==> config.mk <==
export PLATFORM = sky130hd
export DESIGN_NAME = muldiv_unit
export DESIGN_NICKNAME = d
export VERILOG_FILES = /design/src/rtl/muldiv_pkg.sv /design/src/rtl/muldiv_signfix.sv /design/src/rtl/muldiv_unit.sv
export SDC_FILE = /design/constraint.sdc
export NUM_CORES = 1
export LEC_CHECK = 0
export BUFFER_PORTS_ARGS = -buffer_cell sky130_fd_sc_hd__buf_2
export CAP_MARGIN = 15
export CORE_ASPECT_RATIO = 1.25
export CORE_MARGIN = 2
export CORE_UTILIZATION = 41
export DETAILED_ROUTE_END_ITERATION = 7
export GPL_ROUTABILITY_DRIVEN = 0
export GPL_TIMING_DRIVEN = 0
export PLACE_DENSITY = 0.67
export SYNTH_ARGS = -nofsm -noshare
export SYNTH_HDL_FRONTEND = slang
export SYNTH_SLANG_ARGS = --single-unit
==> constraint.sdc <==
create_clock -name clk -period 3.8 [get_ports clk]
set_clock_uncertainty 0.05 [all_clocks]
set_input_delay 0.38 -clock clk [delete_from_list [all_inputs] [get_ports clk]]
set_output_delay 0.38 -clock clk [all_outputs]
set_load 0.05 [all_outputs]
==> src/rtl/muldiv_pkg.sv <==
// Shared definitions for the iterative multiply/divide unit: op codes,
// FSM state type and small op-decode helpers.
package muldiv_pkg;

    localparam logic [2:0] OP_MULT  = 3'd0;
    localparam logic [2:0] OP_MULTU = 3'd1;
    localparam logic [2:0] OP_DIV   = 3'd2;
    localparam logic [2:0] OP_DIVU  = 3'd3;
    localparam logic [2:0] OP_MTHI  = 3'd4;
    localparam logic [2:0] OP_MTLO  = 3'd5;

    typedef enum logic [1:0] {
        IDLE,
        RUN,
        FIX
    } state_t;

    // Ops that occupy the iterative datapath (codes 0..3).
    function automatic logic is_muldiv(input logic [2:0] op);
        return op[2] == 1'b0;
    endfunction

    function automatic logic is_mul_op(input logic [2:0] op);
        return (op == OP_MULT) || (op == OP_MULTU);
    endfunction

    function automatic logic is_signed_op(input logic [2:0] op);
        return (op == OP_MULT) || (op == OP_DIV);
    endfunction

endpackage

==> src/rtl/muldiv_signfix.sv <==
// Combinational sign handling shared by multiply and divide: operand
// magnitudes at launch, and sign correction of the raw result at FIX.
module muldiv_signfix #(
    parameter int WIDTH = 32
) (
    input  logic [WIDTH-1:0] a,
    input  logic [WIDTH-1:0] b,
    input  logic             is_signed,
    output logic             sign_a,
    output logic             sign_b,
    output logic [WIDTH-1:0] mag_a,
    output logic [WIDTH-1:0] mag_b,
    input  logic             fix_mul,
    input  logic             neg_res,
    input  logic             neg_rem,
    input  logic [WIDTH-1:0] raw_hi,
    input  logic [WIDTH-1:0] raw_lo,
    output logic [WIDTH-1:0] fix_hi,
    output logic [WIDTH-1:0] fix_lo
);

    logic [2*WIDTH-1:0] prod_neg;

    // Magnitudes of the launch operands; unsigned ops pass through unchanged.
    always_comb begin
        sign_a = is_signed & a[WIDTH-1];
        sign_b = is_signed & b[WIDTH-1];
        mag_a  = sign_a ? -a : a;
        mag_b  = sign_b ? -b : b;
    end

    // Sign correction: full 2*WIDTH negate for products, separate
    // quotient/remainder negates for divides.
    always_comb begin
        prod_neg = -{raw_hi, raw_lo};
        fix_hi   = raw_hi;
        fix_lo   = raw_lo;
        if (fix_mul) begin
            if (neg_res) begin
                {fix_hi, fix_lo} = prod_neg;
            end
        end else begin
            if (neg_res) begin
                fix_lo = -raw_lo;
            end
            if (neg_rem) begin
                fix_hi = -raw_hi;
            end
        end
    end

endmodule

==> src/rtl/muldiv_unit.sv <==
// Iterative multiply/divide unit with HI/LO result registers.
// Multiply is radix-2 shift-add, divide is restoring; both work on
// magnitudes for WIDTH cycles, then a FIX cycle applies signs and
// writes HI/LO. MTHI/MTLO write HI/LO directly while idle.
module muldiv_unit
    import muldiv_pkg::*;
#(
    parameter int WIDTH = 32,
    parameter int CNT_W = $clog2(WIDTH + 1)
) (
    input  logic             clk,
    input  logic             rst_n,
    input  logic             start,
    input  logic [2:0]       op,
    input  logic [WIDTH-1:0] a,
    input  logic [WIDTH-1:0] b,
    input  logic             flush,
    output logic             busy,
    output logic             done,
    output logic             div0,
    output logic [WIDTH-1:0] hi,
    output logic [WIDTH-1:0] lo
);

    state_t state, state_next;

    logic [CNT_W-1:0] cnt;
    logic [WIDTH-1:0] opnd;
    logic [WIDTH:0]   acc_hi;
    logic [WIDTH-1:0] acc_lo;
    logic             op_mul;
    logic             neg_res;
    logic             neg_rem;
    logic             zero_div;

    logic [WIDTH-1:0] addend;
    logic [WIDTH:0]   mul_sum;
    logic [WIDTH:0]   div_shift;
    logic [WIDTH:0]   div_trial;
    logic [WIDTH:0]   acc_hi_next;
    logic [WIDTH-1:0] acc_lo_next;

    logic             accept;
    logic             launch;
    logic             mt_hi;
    logic             mt_lo;
    logic             launch_mul;
    logic             op_signed;
    logic             sign_a;
    logic             sign_b;
    logic [WIDTH-1:0] mag_a;
    logic [WIDTH-1:0] mag_b;
    logic [WIDTH-1:0] fix_hi;
    logic [WIDTH-1:0] fix_lo;

    assign busy       = (state != IDLE);
    assign accept     = start & ~busy & ~flush;
    assign launch     = accept & is_muldiv(op);
    assign mt_hi      = accept & (op == OP_MTHI);
    assign mt_lo      = accept & (op == OP_MTLO);
    assign launch_mul = is_mul_op(op);
    assign op_signed  = is_signed_op(op);

    muldiv_signfix #(.WIDTH(WIDTH)) u_signfix (
        .a         (a),
        .b         (b),
        .is_signed (op_signed),
        .sign_a    (sign_a),
        .sign_b    (sign_b),
        .mag_a     (mag_a),
        .mag_b     (mag_b),
        .fix_mul   (op_mul),
        .neg_res   (neg_res),
        .neg_rem   (neg_rem),
        .raw_hi    (acc_hi[WIDTH-1:0]),
        .raw_lo    (acc_lo),
        .fix_hi    (fix_hi),
        .fix_lo    (fix_lo)
    );

    // Next-state logic; flush overrides every transition.
    always_comb begin
        // NOTE: default assigned first so no path leaves state_next unassigned and no latch is inferred.
        state_next = state;
        case (state)
            IDLE:    if (launch) state_next = RUN;
            RUN:     if (cnt == CNT_W'(1)) state_next = FIX;
            FIX:     state_next = IDLE;
            default: state_next = IDLE;
        endcase
        if (flush) begin
            state_next = IDLE;
        end
    end

    // One iteration step: shift-add for multiply, trial subtract for divide.
    always_comb begin
        addend      = acc_lo[0] ? opnd : '0;
        mul_sum     = acc_hi + {1'b0, addend};
        div_shift   = {acc_hi[WIDTH-1:0], acc_lo[WIDTH-1]};
        div_trial   = div_shift - {1'b0, opnd};
        acc_hi_next = div_shift;
        acc_lo_next = {acc_lo[WIDTH-2:0], 1'b0};
        if (op_mul) begin
            acc_hi_next = {1'b0, mul_sum[WIDTH:1]};
            acc_lo_next = {mul_sum[0], acc_lo[WIDTH-1:1]};
        end else if (!div_trial[WIDTH]) begin
            acc_hi_next = div_trial;
            acc_lo_next = {acc_lo[WIDTH-2:0], 1'b1};
        end
    end

    // Operand/accumulator datapath: loaded at launch, stepped in RUN.
    // NOTE: these registers have no reset; nothing reads them before a launch loads them.
    always_ff @(posedge clk) begin
        if (launch) begin
            op_mul   <= launch_mul;
            neg_res  <= sign_a ^ sign_b;
            neg_rem  <= sign_a & ~launch_mul;
            zero_div <= ~launch_mul & (b == '0);
            opnd     <= launch_mul ? mag_a : mag_b;
            acc_hi   <= '0;
            acc_lo   <= launch_mul ? mag_b : mag_a;
        end else if (state == RUN) begin
            acc_hi   <= acc_hi_next;
            acc_lo   <= acc_lo_next;
        end
    end

    // Control state, iteration counter, HI/LO and the done/div0 pulses.
    // NOTE: non-blocking assignments so every register samples pre-edge values.
    always_ff @(posedge clk or negedge rst_n) begin
        if (!rst_n) begin
            state <= IDLE;
            cnt   <= '0;
            hi    <= '0;
            lo    <= '0;
            done  <= 1'b0;
            div0  <= 1'b0;
        end else begin
            state <= state_next;
            done  <= 1'b0;
            div0  <= 1'b0;
            if (flush) begin
                cnt <= '0;
            end else if (launch) begin
                cnt <= CNT_W'(WIDTH);
            end else if (state == RUN) begin
                cnt <= cnt - CNT_W'(1);
            end
            if ((state == FIX) && !flush) begin
                hi   <= fix_hi;
                lo   <= fix_lo;
                done <= 1'b1;
                div0 <= zero_div;
            end else if (mt_hi) begin
                hi <= a;
            end else if (mt_lo) begin
                lo <= a;
            end
        end
    end

endmodule

# Yosys cells after proc, flatten, opt, wreduce, memory -nomap -nowiden

Cells that the tools add are included.

Latch bits: 0
Register bits: 175
Word-level logic and storage cells: 90
Memory bits (read-only): 0
Bits in writable memories: 0
Memories kept: 0
Output and inout bits: 67

Multiply operators: 0
Shifts and indexed selects: 0
Mux-type cells: 31
Reduce and logical (&&, ||, !) cells: 14
Bitwise operators: 14
Add/sub/neg operators: 8
Equality and inequality tests: 10
$lt $le $gt $ge: 0
Divide/modulo/power cells: 0

Operators with widths:

| operator                                                               | count |
|---|---|
| 32-bit two-way mux                                                     | 19 |
| 32-bit negator                                                         | 4 |
| 33-bit two-way mux                                                     | 2 |
| 64-bit negator                                                         | 1 |
| 33-bit by 32-bit adder with 33-bit output                              | 1 |
| 33-bit by 32-bit subtractor with 33-bit output                         | 1 |
| 32-bit logical NOT                                                     | 1 |
| 6-bit two-way mux                                                      | 3 |
| 1-bit bitwise AND                                                      | 9 |
| 2-bit nonzero test                                                     | 4 |
| 3-bit equality test (second input constant)                            | 2 |
| 6-bit by 1-bit equality test with 1-bit output (second input constant) | 1 |
| 2-bit two-way mux                                                      | 3 |
| 3-bit != test (second input constant)                                  | 2 |
| 6-bit by 1-bit subtractor with 6-bit output (second input constant)    | 1 |
| 1-bit NOT                                                              | 4 |
| 2-bit case mux with 2 select lines                                     | 1 |
| 2-bit AND reduction                                                    | 2 |
| 3-bit by 1-bit equality test with 1-bit output (second input constant) | 1 |
| 3-bit by 2-bit equality test with 1-bit output (second input constant) | 1 |
| 3-bit logical NOT                                                      | 1 |
| 1-bit two-way mux                                                      | 3 |
| 3-bit nonzero test                                                     | 1 |
| 2-bit by 1-bit equality test with 1-bit output (second input constant) | 1 |
| 7 further kinds                                                        | 8 |

# Logic depth before layout (Yosys ltp)

Gate-level depths: netlist (run 1).

Depth in word-level cells: 8
Gate-level depth with buffers: 19

# By module

Synthesis (run 1) repeated with hierarchy kept, for this count alone.

Cell total of the unflattened synthesis: 1791
Area total of the unflattened synthesis: 14934.3 sq um

Modules (own cells, without submodules):

| module         | seq. area each (sq um) | times used | cells each | area an instance (sq um) |
|---|---|---|---|---|
| muldiv_unit    | 4554.4                 | 1          | 1337       | 12034.0 |
| muldiv_signfix | 0.0                    | 1          | 454        | 2900.3 |

# Worst setup path after synthesis (run 1)

OpenSTA, ideal clock, no wires.

Path type: register -> register
Start point: reg acc_hi[0]
End point: reg acc_hi[27]
Cell stages (with the launch flop): 18
Slack: 0.144 ns
Period minus slack after synthesis: 3.656 ns
Library setup time: 0.117 ns
Data arrival time: 3.489 ns
Cells stage by stage: dfxtp_1 clkbuf_1 inv_1 fa_1 nand2b_1 a21oi_1 o2111ai_1 nand4_1 nand2_1 o31a_1 nor2b_1 o21ai_0 nand2b_1 ha_1 clkbuf_1 buf_1 nand3_1 a32o_1

Word-level cells in the longest chain between the ends: 3

RTL lines:

| element                                        | line               | source |
|---|---|---|
| start, declared                                | muldiv_unit.sv:29  | `logic [WIDTH:0] acc_hi;` |
| start signal, assigned                         | muldiv_unit.sv:125 | `acc_hi <= acc_hi_next;` |
| 33-bit by 32-bit subtractor with 33-bit output | muldiv_unit.sv:101 | `div_trial = div_shift - {1'b0, opnd};` |
| 33-bit two-way mux                             | muldiv_unit.sv:107 | `end else if (!div_trial[WIDTH]) begin` |
| 33-bit two-way mux *                           | muldiv_unit.sv:104 | `if (op_mul) begin` |

Every way passes the cells marked *; elsewhere a longest branch is shown, timed or not.
A chain may end at the register's enable or synchronous reset.

# Worst setup path in the final report (run 1)

Start point: reg acc_hi[0]
End point: reg acc_hi[24]

The elaborated chain is that of the path after synthesis.

==> out/qor.txt, run 1 <==
Hold Crit Start: b[30]
R2R Path End: acc_hi[24]
Drt drc: 0
Post-route clock period utilization: 98.85%
Max FO, Critical Path: 7
Slew Limit Headroom: 26.11%
Placed Area: 16250 µm²
Clk slew on worst S/H paths: 70 ps
Syn_nets: 1974
CP endpoint kind: register
P&R area growth vs syn: 15.33%
Final Hold Fails: 0
Clk buf depth: 2
GRT Total Usage: 29.66%
Area of the die: 37910 µm²
FP Rows: 78
Via density per instance: 6.235
Worst reg-to-reg setup slack: 40 ps
Core ar.: 36110 µm²
Unrepaired setup endpoints after global routing: yes
Initial Util: 41.29%
Worst r2r src: acc_hi[0]
Top-area cell type share of the netlist area: 13.70%
WP data arrival: 4020 ps
Pwr Density: 565.2 nW/µm²
Reg2Reg Depth: 17
Crit Path Category: register to register
Worst hold endpoint: zero_div
Die Height: 217.2 µm
Syn Area/Cell: 8.151 µm²
Pleak: 7.220 nW
Cell taking the most area after synthesis: edfxtp_1
DR pass1 iterations: 6
Ys Warns: 0
Initial antenna violation count: 3
Die width: 174.6 µm
Grt ovf: 0
Via count: 15.50k
Worst Max-Slew Pin Slew: 1106 ps
Core Util, Final: 47.62%
Final worst setup slack: 43.57 ps
Post-synthesis sequential area ratio: 30.55%
Count leader, synth: nand2_1
Pin count of the biggest net entering global routing: 60
Worst slack, placed: -1454 ps
CTS Sinks: 175
Root buffer cell: clkbuf_16
Max Slew Vio Count: 0
Min Hold Slack: 242.8 ps
Setup TNS: 0 ps
Share of layout cells above drive strength 1: 13.38%
Worst-Skew Late Latency: 450 ps
Cts bufs inserted: 17
WL per Instance: 23.17 µm
CTS tree: yes
Max-cap violation count: 0
First-pass GRT wire length: 86.38 mm
EDFF count, synth: 68
Final setup fails: 0
Placed Cells incl. Taps: 2445
Htree depth: 4
Port-buffer cells: 133
Syn Inst Count: 1829
Synth cell types: 76
WHS Path Cells: 2
Most frequent cells after synthesis: nand2_1, a21oi_1, nor2_1
VDD IR max: 0.3299 mV
Fin cells: 2485
Post-synthesis register bit count: 175
Fmax: 266.2 MHz
Ys async rst share: 42.29%
Mapped Area: 14910 µm²
Routed Antenna Nets: 0
Worst Hold Class: primary input to register
DRT iter0 DRCs: 1766
Final worst path period need: 3756 ps
Top_reg_cell synth: dfrtp_1
Kind of start point of the critical path: register
Worst Path Required: 4060 ps
Detailed Place HPWL: 45.26 mm
Largest cells by area after synthesis: edfxtp_1, dfrtp_1, mux2i_1
Final wirelength: 57.58 mm
Status: finished clean
Total power: 9.718 mW
Number of global-route vias before repair: 14.78k
Ports: 138
Post-Layout Inst Area: 17190 µm²
Final nets: 2136
## how the worst max path moves through the flow
stage / startpoint / endpoint / slack (ps)
CTS: acc_lo[0] / hi[14] / 3
global placement: acc_hi[0] / acc_hi[17] / -1420
detailed placement: acc_hi[0] / acc_hi[17] / -1450
global route: acc_hi[0] / acc_hi[24] / -60
floorplan: acc_hi[0] / acc_hi[27] / 140
finish: acc_hi[0] / acc_hi[24] / 40
## cell families after synthesis
family / Yosys count / synth area share, %
buf+inv: 163 / 4.138
compound gates: 552 / 22.82
xor+xnor: 176 / 10.34
fa+ha+maj: 74 / 6.311
mux: 106 / 7.218
simple gates: 583 / 18.62
flops: 175 / 30.55
## sequential cells by signal, indices dropped and copies added, names as in the netlist
register	flops
state	2
zero_div	1
op_mul	1
opnd	32
cnt	6
hi	32
neg_rem	1
div0	1
lo	32
acc_lo	32
acc_hi	33
neg_res	1
done	1
## critical path, stage by stage, from the launching register on
cell        delay, ps
dfxtp_4           370
buf_8             130
clkinvlp_4        110
fa_2              380
nand2b_4          170
a21oi_4           220
o2111ai_4         150
nand4_1           140
nand2_2           120
o31a_1            350
nor2b_1           130
o21ai_0            80
nand2b_1          160
ha_4              290
buf_12            160
mux2_2            340
a22oi_2           160
a21oi_1            90
## cell type report
| cell class | instances | area (µm²) |
|---|---|---|
| clock buffer | 21 | 450.4 |
| buffer | 97 | 446.7 |
| antenna | 2 | 5.005 |
| clock inverter | 10 | 76.32 |
| tap | 480 | 600.6 |
| timing repair buffer | 148 | 853.3 |
| inverter | 61 | 237.7 |
| fill | 3586 | 18920 |
| sequential | 175 | 4566 |
| multi-input combinational | 1491 | 9958 |
## per-layer routing
metal / vias up / global-route usage [%] / wire length (µm)
met2: 884 / 49.47 / 26940
met5: - / 0 / 11
li1: 6974 / - / -
met4: 2 / 21.06 / 4703
met3: 267 / 4.595 / 4467
met1: 7368 / 34.87 / 21460
## layout by cell type, fill, tap and decap left out, types with 22 or more instances in the layout
| cell | count |
|---|---|
| a21o_1 | 36 |
| nor2b_1 | 27 |
| a211oi_1 | 27 |
| xnor2_1 | 100 |
| dfxtp_1 | 28 |
| or3_1 | 22 |
| nor3_1 | 49 |
| nor2_1 | 161 |
| buf_2 | 135 |
| mux2i_1 | 91 |
| a21oi_1 | 172 |
| o21ai_0 | 151 |
| inv_1 | 56 |
| clkbuf_1 | 73 |
| nand2_1 | 178 |
| edfxtp_1 | 68 |
| xor2_1 | 76 |
| nand3_1 | 32 |
| ha_1 | 69 |
| dfrtp_1 | 74 |
## power by group
part | leakage [nW] | internal [mW] | switching, mW
logic | 5.13 | 1.88 | 3.28
clock network | 0.259 | 0.861 | 0.824
registers | 1.83 | 2.33 | 0.537
## timing repair
item	in CTS	in global routing
gates cloned	0	1
hold buffers	1	0
buffers inserted	2	8
hold endpoints to repair	15	0
pin swaps	2	8
endpoints found under the setup margin	54	41
resized for setup	39	54
(Power assumes the default switching activity.)
==> run 2: changes to the inputs <==
- REMOVE_ABC_BUFFERS: default -> 1
==> run 2 against run 1 <==
- final cell count down 2.6%
- global-route usage down 3.9 points
- setup slack better by 6.1 ps
- sequential cell count unchanged
- largest cell class unchanged
- fmax up 0.16%
- total power down 2.7%
- combinational power down 6.6%
- sequential power about the same
- highest routed layer is now met4
- sequential share of layout area about the same
- routed wire length down 13%
- largest power group unchanged
==> out/qor.txt, run 2 (synthesis gave the netlist of run 1 again) <==
CTS Sinks: 175
Status: finished clean
Pleak: 7.287 nW
Routed Antenna Nets: 0
Most frequent cells in the layout: nand2_1, a21oi_1, nor2_1, o21ai_0, buf_2
Share of layout cells above drive strength 1: 14.64%
CTS tree: yes
Final Hold Fails: 0
Number of global-route vias before repair: 13.97k
Final nets: 2072
Top reg by flops: acc_hi
Via count: 14.65k
Reg2Reg Depth: 20
CP endpoint kind: register
DR pass1 iterations: 6
Fmax: 266.6 MHz
First-pass GRT wire length: 77.51 mm
Placed Cells incl. Taps: 2366
Via density per instance: 6.052
Worst Hold Class: primary input to register
Detailed Place HPWL: 37.29 mm
DRT iter0 DRCs: 1222
Area of the die: 37910 µm²
Root buffer cell: clkbuf_16
Htree depth: 4
Worst-Skew Late Latency: 460 ps
Final wirelength: 49.89 mm
Fin cells: 2420
GRT Total Usage: 25.75%
Final worst path period need: 3750 ps
Die width: 174.6 µm
Worst r2r src: acc_lo[31]
Ant diodes: 0
Core ar.: 36110 µm²
Kind of start point of the critical path: register
Worst Path Required: 4060 ps
Worst setup path startpoint: acc_lo[31]
Post-Layout Inst Area: 17150 µm²
Max reg flops: 33
Placed Area: 16220 µm²
VDD IR max: 0.3515 mV
Slew Limit Headroom: 27.83%
Initial Util: 41.29%
P&R area growth vs syn: 15.05%
Hold Crit Start: flush
Pwr Density: 551.1 nW/µm²
Final setup fails: 0
FP Rows: 78
Leading cell type in the layout, fill and taps excluded: nand2_1
Setup TNS: 0 ps
Die Height: 217.2 µm
WP data arrival: 4010 ps
Core Util, Final: 47.50%
Ports: 138
Initial antenna violation count: 0
Grt ovf: 0
Worst Max-Slew Pin Slew: 1073 ps
Clk buf depth: 2
Post-route clock period utilization: 98.69%
Max FO, Critical Path: 7
Clk slew on worst S/H paths: 70 ps
Unrepaired setup endpoints after global routing: yes
Drt drc: 0
Max Slew Vio Count: 0
Cts bufs inserted: 17
Crit Path Category: register to register
WHS Path Cells: 2
Pin count of the biggest net entering global routing: 79
Port-buffer cells: 137
WL per Instance: 20.62 µm
Max-cap violation count: 0
==> run 2: cell count changes in the layout (fill, tap and decap cells not counted), sizes merged <==
cell      delta
inv          -1
bufinv       +1
clkinvlp     +2
diode        -2
buf         +12
clkbuf      -80
clkinv       +3
==> run 2: final timing paths <==
| path | slack, ps | endpoint |
|---|---|---|
| setup reg to reg | 50 | acc_hi[25] |
| hold reg to reg | 430 | div0 |
| setup / recovery | 50 | acc_hi[25] |
| hold / removal | 180 | cnt[0] |
| max in group asynchronous | 2710 | lo[25] |
| min in group asynchronous | 360 | lo[4] |
==> run 2: power breakdown <==
part           total [mW]  internal (mW)  switching [mW]
combinational        4.82           1.80            3.03
clock                1.79          0.951           0.835
sequential           2.84           2.33           0.510
total                9.45           5.08            4.37
==> run 2: layout make-up <==
| type | count | area [µm²] |
|---|---|---|
| Clock buffer | 18 | 450.4 |
| Clock inverter | 14 | 128.9 |
| Fill cell | 3472 | 18960 |
| Inverter | 61 | 242.7 |
| Multi-Input combinational cell | 1491 | 9901 |
| Sequential cell | 175 | 4562 |
| Tap cell | 480 | 600.6 |
| Timing Repair Buffer | 180 | 1259 |
| Timing Repair inverter | 1 | 7.507 |
==> run 2: repair_timing <==
action                                 in CTS  in global routing
setup endpoints to repair                  77                 71
setup buffers                              15                  5
hold buffers                                1                  0
pin swaps                                   4                  9
resized for setup                          23                 30
endpoints found under the hold margin      28                  0
cloned                                      1                  0
==> run 2: per-stage QoR <==
step           hold slack (ps)  setup slack [ps]  total power, mW
2_1_floorplan            34.41             -3763            6.043
3_3_place_gp             402.1             -7940            7.182
4_1_cts                  162.1             3.414            9.260
6_report                 176.5             49.65            9.452
3_5_place_dp             293.4             -1717            7.261
5_1_grt                  182.5            -30.07            9.933
==> run 2: per-layer routing <==
metal  GRT usage, %  vias to the layer above  part of all wire, %
met4          14.03                        0                  5.4
li1               -                     6862                    -
met1          31.34                     6947                   40
met3          3.442                      150                  6.3
met5              0                        -                    0
met2          44.10                      686                   48
==> run 2: critical path: stages, from the launching register on <==
cell	delay (ps)
edfxtp_1	510
inv_1	80
ha_2	190
fa_2	380
nand2b_4	170
a21oi_4	160
o2111ai_2	170
nand4_1	170
nand2_2	90
o31a_1	270
nor2b_1	110
o21ai_1	70
nand2b_1	150
ha_4	280
buf_12	170
nor2_4	180
nand2_4	90
o22ai_2	120
nor2_1	50
o21ai_1	100
a21oi_1	50
